[config.mk]
export PLATFORM = sky130hd
export DESIGN_NAME = vga_timing_gen
export DESIGN_NICKNAME = d
export VERILOG_FILES = /design/src/rtl/vga_timing_gen.sv
export SDC_FILE = /design/constraint.sdc
export NUM_CORES = 1
export LEC_CHECK = 0
export CORE_ASPECT_RATIO = 0.9
export CORE_MARGIN = 3
export CORE_UTILIZATION = 48
export CTS_BUF_LIST = sky130_fd_sc_hd__clkbuf_2 sky130_fd_sc_hd__clkbuf_4 sky130_fd_sc_hd__clkbuf_8
export CTS_CLUSTER_DIAMETER = 200
export DETAILED_ROUTE_END_ITERATION = 7
export PLACE_DENSITY = 0.76
export SYNTH_ARGS = -nofsm -noshare
export SYNTH_HDL_FRONTEND = slang
export SYNTH_SLANG_ARGS = --single-unit
[constraint.sdc]
create_clock -name i_clk -period 2.2 [get_ports i_clk]
set_input_delay 0.44 -clock i_clk [delete_from_list [all_inputs] [get_ports i_clk]]
set_output_delay 0.44 -clock i_clk [all_outputs]
set_load 0.01 [all_outputs]
[src/rtl/vga_timing_gen.sv]
// -----------------------------------------------------------------------------
// vga_timing_gen
//   Parametrised raster timing generator. A single pixel-clock-enabled counter
//   pair (h, v) drives aligned x/y coordinates, data-enable, h/v sync, line and
//   frame strobes, and a completed-frame counter. RGB from the image generator
//   is masked to black outside the active area.
//
//   Optional feature: define VGA_TIMING_TESTPAT_EN to build in an eight-bar
//   colour test pattern selected by i_tp_sel. Without the macro i_tp_sel is
//   ignored and no divider is built.
//
// Ports
//   i_clk          system clock, all state on rising edge
//   i_rst_n        asynchronous reset, active-low
//   i_pix_ce       pixel enable; counters advance only when 1
//   i_tp_sel       select built-in test pattern (macro builds only)
//   i_rgb[2:0]     {r,g,b} for the pixel currently shown on o_x/o_y
//   o_x/o_y        horizontal / vertical count
//   o_de           active-area flag
//   o_hsync/o_vsync sync outputs, active level per H_POL / V_POL
//   o_line_start   one-clock pulse when o_x becomes 0
//   o_frame_start  one-clock pulse when (o_x,o_y) becomes (0,0)
//   o_frame        completed-frame counter, wraps
//   o_rgb[2:0]     masked colour to DAC pins
// -----------------------------------------------------------------------------
module vga_timing_gen #(
    parameter int CW       = 12,
    parameter int H_ACTIVE = 640,
    parameter int H_FP     = 16,
    parameter int H_SYNC   = 96,
    parameter int H_BP     = 48,
    parameter int V_ACTIVE = 480,
    parameter int V_FP     = 10,
    parameter int V_SYNC   = 2,
    parameter int V_BP     = 33,
    parameter int H_POL    = 0,
    parameter int V_POL    = 0,
    parameter int FRAME_W  = 8
) (
    input  logic               i_clk,
    input  logic               i_rst_n,
    input  logic               i_pix_ce,
    input  logic               i_tp_sel,
    input  logic [2:0]         i_rgb,
    output logic [CW-1:0]      o_x,
    output logic [CW-1:0]      o_y,
    output logic               o_de,
    output logic               o_hsync,
    output logic               o_vsync,
    output logic               o_line_start,
    output logic               o_frame_start,
    output logic [FRAME_W-1:0] o_frame,
    output logic [2:0]         o_rgb
);

    localparam int H_TOTAL = H_ACTIVE + H_FP + H_SYNC + H_BP;
    localparam int V_TOTAL = V_ACTIVE + V_FP + V_SYNC + V_BP;

    generate
        if (H_TOTAL >= 2**CW || V_TOTAL >= 2**CW) begin : g_cw_too_small
            $error("vga_timing_gen: H_TOTAL or V_TOTAL does not fit in CW bits");
        end
    endgenerate

    localparam logic [CW-1:0] H_LAST = CW'(H_TOTAL - 1);
    localparam logic [CW-1:0] V_LAST = CW'(V_TOTAL - 1);
    localparam logic [CW-1:0] H_ACT  = CW'(H_ACTIVE);
    localparam logic [CW-1:0] V_ACT  = CW'(V_ACTIVE);
    localparam logic [CW-1:0] HS_BEG = CW'(H_ACTIVE + H_FP);
    localparam logic [CW-1:0] HS_END = CW'(H_ACTIVE + H_FP + H_SYNC);
    localparam logic [CW-1:0] VS_BEG = CW'(V_ACTIVE + V_FP);
    localparam logic [CW-1:0] VS_END = CW'(V_ACTIVE + V_FP + V_SYNC);
    localparam logic          HS_ON  = (H_POL != 0);
    localparam logic          VS_ON  = (V_POL != 0);

    logic [CW-1:0]      r_h_cnt;
    logic [CW-1:0]      r_v_cnt;
    logic               r_de;
    logic               r_hsync;
    logic               r_vsync;
    logic               r_line_start;
    logic               r_frame_start;
    logic [FRAME_W-1:0] r_frame;

    logic               w_h_wrap;
    logic               w_v_wrap;
    logic [CW-1:0]      w_h_nxt;
    logic [CW-1:0]      w_v_nxt;
    logic [2:0]         w_colour;

    assign w_h_wrap = (r_h_cnt == H_LAST);
    assign w_v_wrap = (r_v_cnt == V_LAST);
    assign w_h_nxt  = w_h_wrap ? '0 : r_h_cnt + 1'b1;
    // v only moves on the h wrap, so vsync derived from w_v_nxt can only
    // change on the edge where h becomes 0.
    assign w_v_nxt  = !w_h_wrap ? r_v_cnt : (w_v_wrap ? '0 : r_v_cnt + 1'b1);

    // All flags are registered from the next count on the same edge the count
    // itself updates, so x/y, de, syncs and strobes carry zero relative skew.
    always_ff @(posedge i_clk or negedge i_rst_n) begin
        if (!i_rst_n) begin
            r_h_cnt       <= H_LAST;
            r_v_cnt       <= V_LAST;
            r_de          <= 1'b0;
            r_hsync       <= !HS_ON;
            r_vsync       <= !VS_ON;
            r_line_start  <= 1'b0;
            r_frame_start <= 1'b0;
            r_frame       <= '0;
        end else begin
            // strobes are one i_clk wide even when i_pix_ce is held high
            r_line_start  <= 1'b0;
            r_frame_start <= 1'b0;
            if (i_pix_ce) begin
                r_h_cnt       <= w_h_nxt;
                r_v_cnt       <= w_v_nxt;
                r_de          <= (w_h_nxt < H_ACT) && (w_v_nxt < V_ACT);
                r_hsync       <= ((w_h_nxt >= HS_BEG) && (w_h_nxt < HS_END)) ? HS_ON : !HS_ON;
                r_vsync       <= ((w_v_nxt >= VS_BEG) && (w_v_nxt < VS_END)) ? VS_ON : !VS_ON;
                r_line_start  <= w_h_wrap;
                r_frame_start <= w_h_wrap && w_v_wrap;
                if (w_h_wrap && w_v_wrap) begin
                    r_frame <= r_frame + 1'b1;
                end
            end
        end
    end

`ifdef VGA_TIMING_TESTPAT_EN
    // Eight equal-width bars across the active line; x beyond the last bar
    // clamps to bar 7 (the guard keeps tiny rasters from dividing by zero).
    localparam int            BAR_PIX = (H_ACTIVE / 8 > 0) ? H_ACTIVE / 8 : 1;
    localparam logic [CW-1:0] BAR_DIV = CW'(BAR_PIX);
    localparam logic [CW-1:0] BAR_MAX = CW'(7);

    logic [CW-1:0] w_bar_q;
    logic [2:0]    w_bar;

    assign w_bar_q  = r_h_cnt / BAR_DIV;
    assign w_bar    = (w_bar_q > BAR_MAX) ? 3'd7 : w_bar_q[2:0];
    assign w_colour = i_tp_sel ? ~w_bar : i_rgb;
`else
    logic w_unused_tp_sel;

    assign w_unused_tp_sel = i_tp_sel;
    assign w_colour        = i_rgb;
`endif

    assign o_x           = r_h_cnt;
    assign o_y           = r_v_cnt;
    assign o_de          = r_de;
    assign o_hsync       = r_hsync;
    assign o_vsync       = r_vsync;
    assign o_line_start  = r_line_start;
    assign o_frame_start = r_frame_start;
    assign o_frame       = r_frame;
    assign o_rgb         = r_de ? w_colour : 3'b000;

endmodule

==> flow_summary.yaml <==
outcome:
  outcome: "finished clean"
setup_path:
  crit_chain: "ha_4 -> nand4_1 -> buf_4 -> or4_4 -> nor2_4 -> mux2_4"
  crit_fanout: 8
  required_ps: 2390
  crit_arrival_ps: 2310
  setup.worst_path.end_class: "register"
  crit_cells: 6
  critPathSlowestCell: "dfstp_2"
  critical_path_buf_inv_count: 1
  start_kind: "register"
  rr_worst_depth: 6
  slowest_delay_ps: 560
  crit_family: "simple AND/OR/NAND/NOR gates"
  crit_type: "register to register"
clock_tree:
  cts_buffers: 5
  clk_path_buf_depth: 2
  clockRootBuffer: "clkbuf_8"
  worstSkewPairLatency_ps: 300
  clock-sinks: 37
  clk_pin_slew_ps: 80
  htreeDepth: 2
  cts_tree: "built"
synthesis:
  synth_top_area_cell: "dfrtp_1"
  synth-seq-cells: 37
  synth_top_family_by_area: "simple AND/OR/NAND/NOR gates"
  yosysSeqAreaShare: 0.411
  syn_avg_cell_area_um2: 9.23
  ys.flop_type: "dfrtp_1"
  synth_edf_count: 0
  syn_nets: 259
  synth-simple-area-share: 0.296
  synth_area_leaders: "dfrtp_1 (27%), dfstp_2 (14%), xnor2_1 (4.6%), o21ai_0 (4.4%), nand4_1 (3.6%)"
  synthAdderAreaFrac: 0.0219
  synthArstFlopShare: 1.00
  synth_xor_area_frac: 0.0689
  synth-compound-area-share: 0.148
  netlist.area_leader.share: 0.273
  synth_warnings: 0
  synth_cells: 248
  synthMuxAreaShare: 0.0142
  netlist_area_um2: 2290
  ys_types: 54
layout:
  areaGrowthSynthToFinish_pct: 36.6
  final_common_cell: "clkdlybuf4s50_1"
  drive_above_1_share: 0.221
  antenna_cells: 0
  fin_nets: 327
  final_cell_mix: "clkdlybuf4s50_1 (44), buf_4 (29), dfrtp_1 (25)"
  final_cells: 379
drt:
  vias_per_cell: 5.78
  routedWlPerCell_um: 16.3
  drtPass1Iterations: 4
  antenna_left: 0
  drt-total-wl_um: 6160
  vias: 2192
  drc: 0
  drt_iter0_markers: 181
global_routing:
  grt_util_met3: 0.0440
  grt_pass1_wl_um: 10300
  grt_pass1_vias: 2138
  grtUsageMet1: 0.334
  gr-usage-met2: 0.352
  grt_start_max_net_pins: 38
  overflow: 0
  busiest_layer: "met2"
  grt.total_usage: 0.232
  antenna_found_initial: 0
floorplanning:
  dieHeight_um: 71.5
  fp-row-count: 23
  fp.dieW_um: 78.8
  io-pin-count: 47
  core_area_um2: 4520
  start_util: 0.507
  die_area_um2: 5630
timing:
  grt_setup_unrepaired: "no"
  timing.final.crit_share: 0.961
  hold_viol: 0
  skew_ps: 8.72
  fin_hold_ws_ps: 234
  setup_viol: 0
  max_freq_ghz: 0.473
  fin_setup_tns_ps: 0
  drv_slew: 0
  period_minus_slack_ps: 2110
  worstMarginPinSlew_ps: 824
  max_slew_margin: 0.450
flow_run:
  max_cap_viol_count: 0
power:
  power.static_leakage_nw: 1.20
  p_total_mw: 1.71
  ir_worst_vdd_mv: 0.405
  powerDensity_nw_per_um2: 547
place:
  dp.cells: 370
  numPortBuffers: 45
  dp_hpwl_um: 4470
  place.gp.congestion: 0.913
worst_hold_path:
  hp-class: "primary input to asynchronous set/reset pin"
[cells in the mapped netlist (all sizes together) (2+ instances only)]
cell,number
and4,3
mux2,2
nand2,20
buf,6
or3,7
clkbuf,8
xnor2,12
dfrtp,25
o21ai,21
or4,2
nand2b,3
o2111ai,2
nor2,14
ha,4
dfstp,12
nor3,12
a21oi,4
o211a,2
inv,6
and3,6
nor4,6
nand4,13
o41ai,3
a31oi,2
and2,10
nand3,16
a21o,2
o31ai,4
xor2,6
[power breakdown]
part           internal (mW)  total (mW)  switching (mW)
Combinational          0.206       0.395           0.190
Sequential             0.755       0.828          0.0723
Clock                  0.222       0.487           0.265
[per-layer routing]
metal	vias to the layer above	wire [um]
met5	-	0
met4	0	46
met3	4	366
met2	70	2860
met1	1065	2890
li1	1053	-
[state kept, by name, indices dropped and copies added, names as in the netlist]
name	count
o_de	1
o_frame	8
o_frame_start	1
o_hsync	1
o_line_start	1
o_vsync	1
o_x	12
o_y	12
[layout make-up]
type                       count  area [um^2]
clock buffer                   5         68.8
multi-input combinational    190         1310
tap                           62         77.6
fill                         389         1390
clock inverter                 3         22.5
sequential                    37          941
timing repair buffer          75          683
inverter                       7         26.3
[what timing repair did]
item,in CTS,in global routing
setup buffers,0,1
hold buffers,0,0
endpoints found under the setup margin,0,6
resized for setup,0,8
[through the flow]
step	utilization	instance area, um^2	setup slack, ps
after floorplan	-	2320	-5.81
after global placement	0.663	3000	-74.4
after detailed placement	0.663	3000	-92.4
after CTS	0.683	3090	8.07
after global routing	0.692	3130	2.39
final	0.692	3130	86.3
[cells by family after synthesis]
family	after synthesis
and+or+nand+nor	115
AOI/OAI and AO/OA	50
DFF	37
buffers and inverters	21
xor gates and xnor gates	18
adders and majority gates	4
muxes	3
[final timing paths]
kind,from,to,slack (ps)
min in group i_clk,o_frame[7],o_frame[7],490
max,o_x[1],o_frame[1],90
min reg2reg,o_frame[7],o_frame[7],490
max reg2reg,o_x[1],o_frame[1],90
min,i_rst_n,o_frame[3],230
max in group asynchronous,i_rst_n,o_line_start,1450
Power figures use the tool's default switching activity.
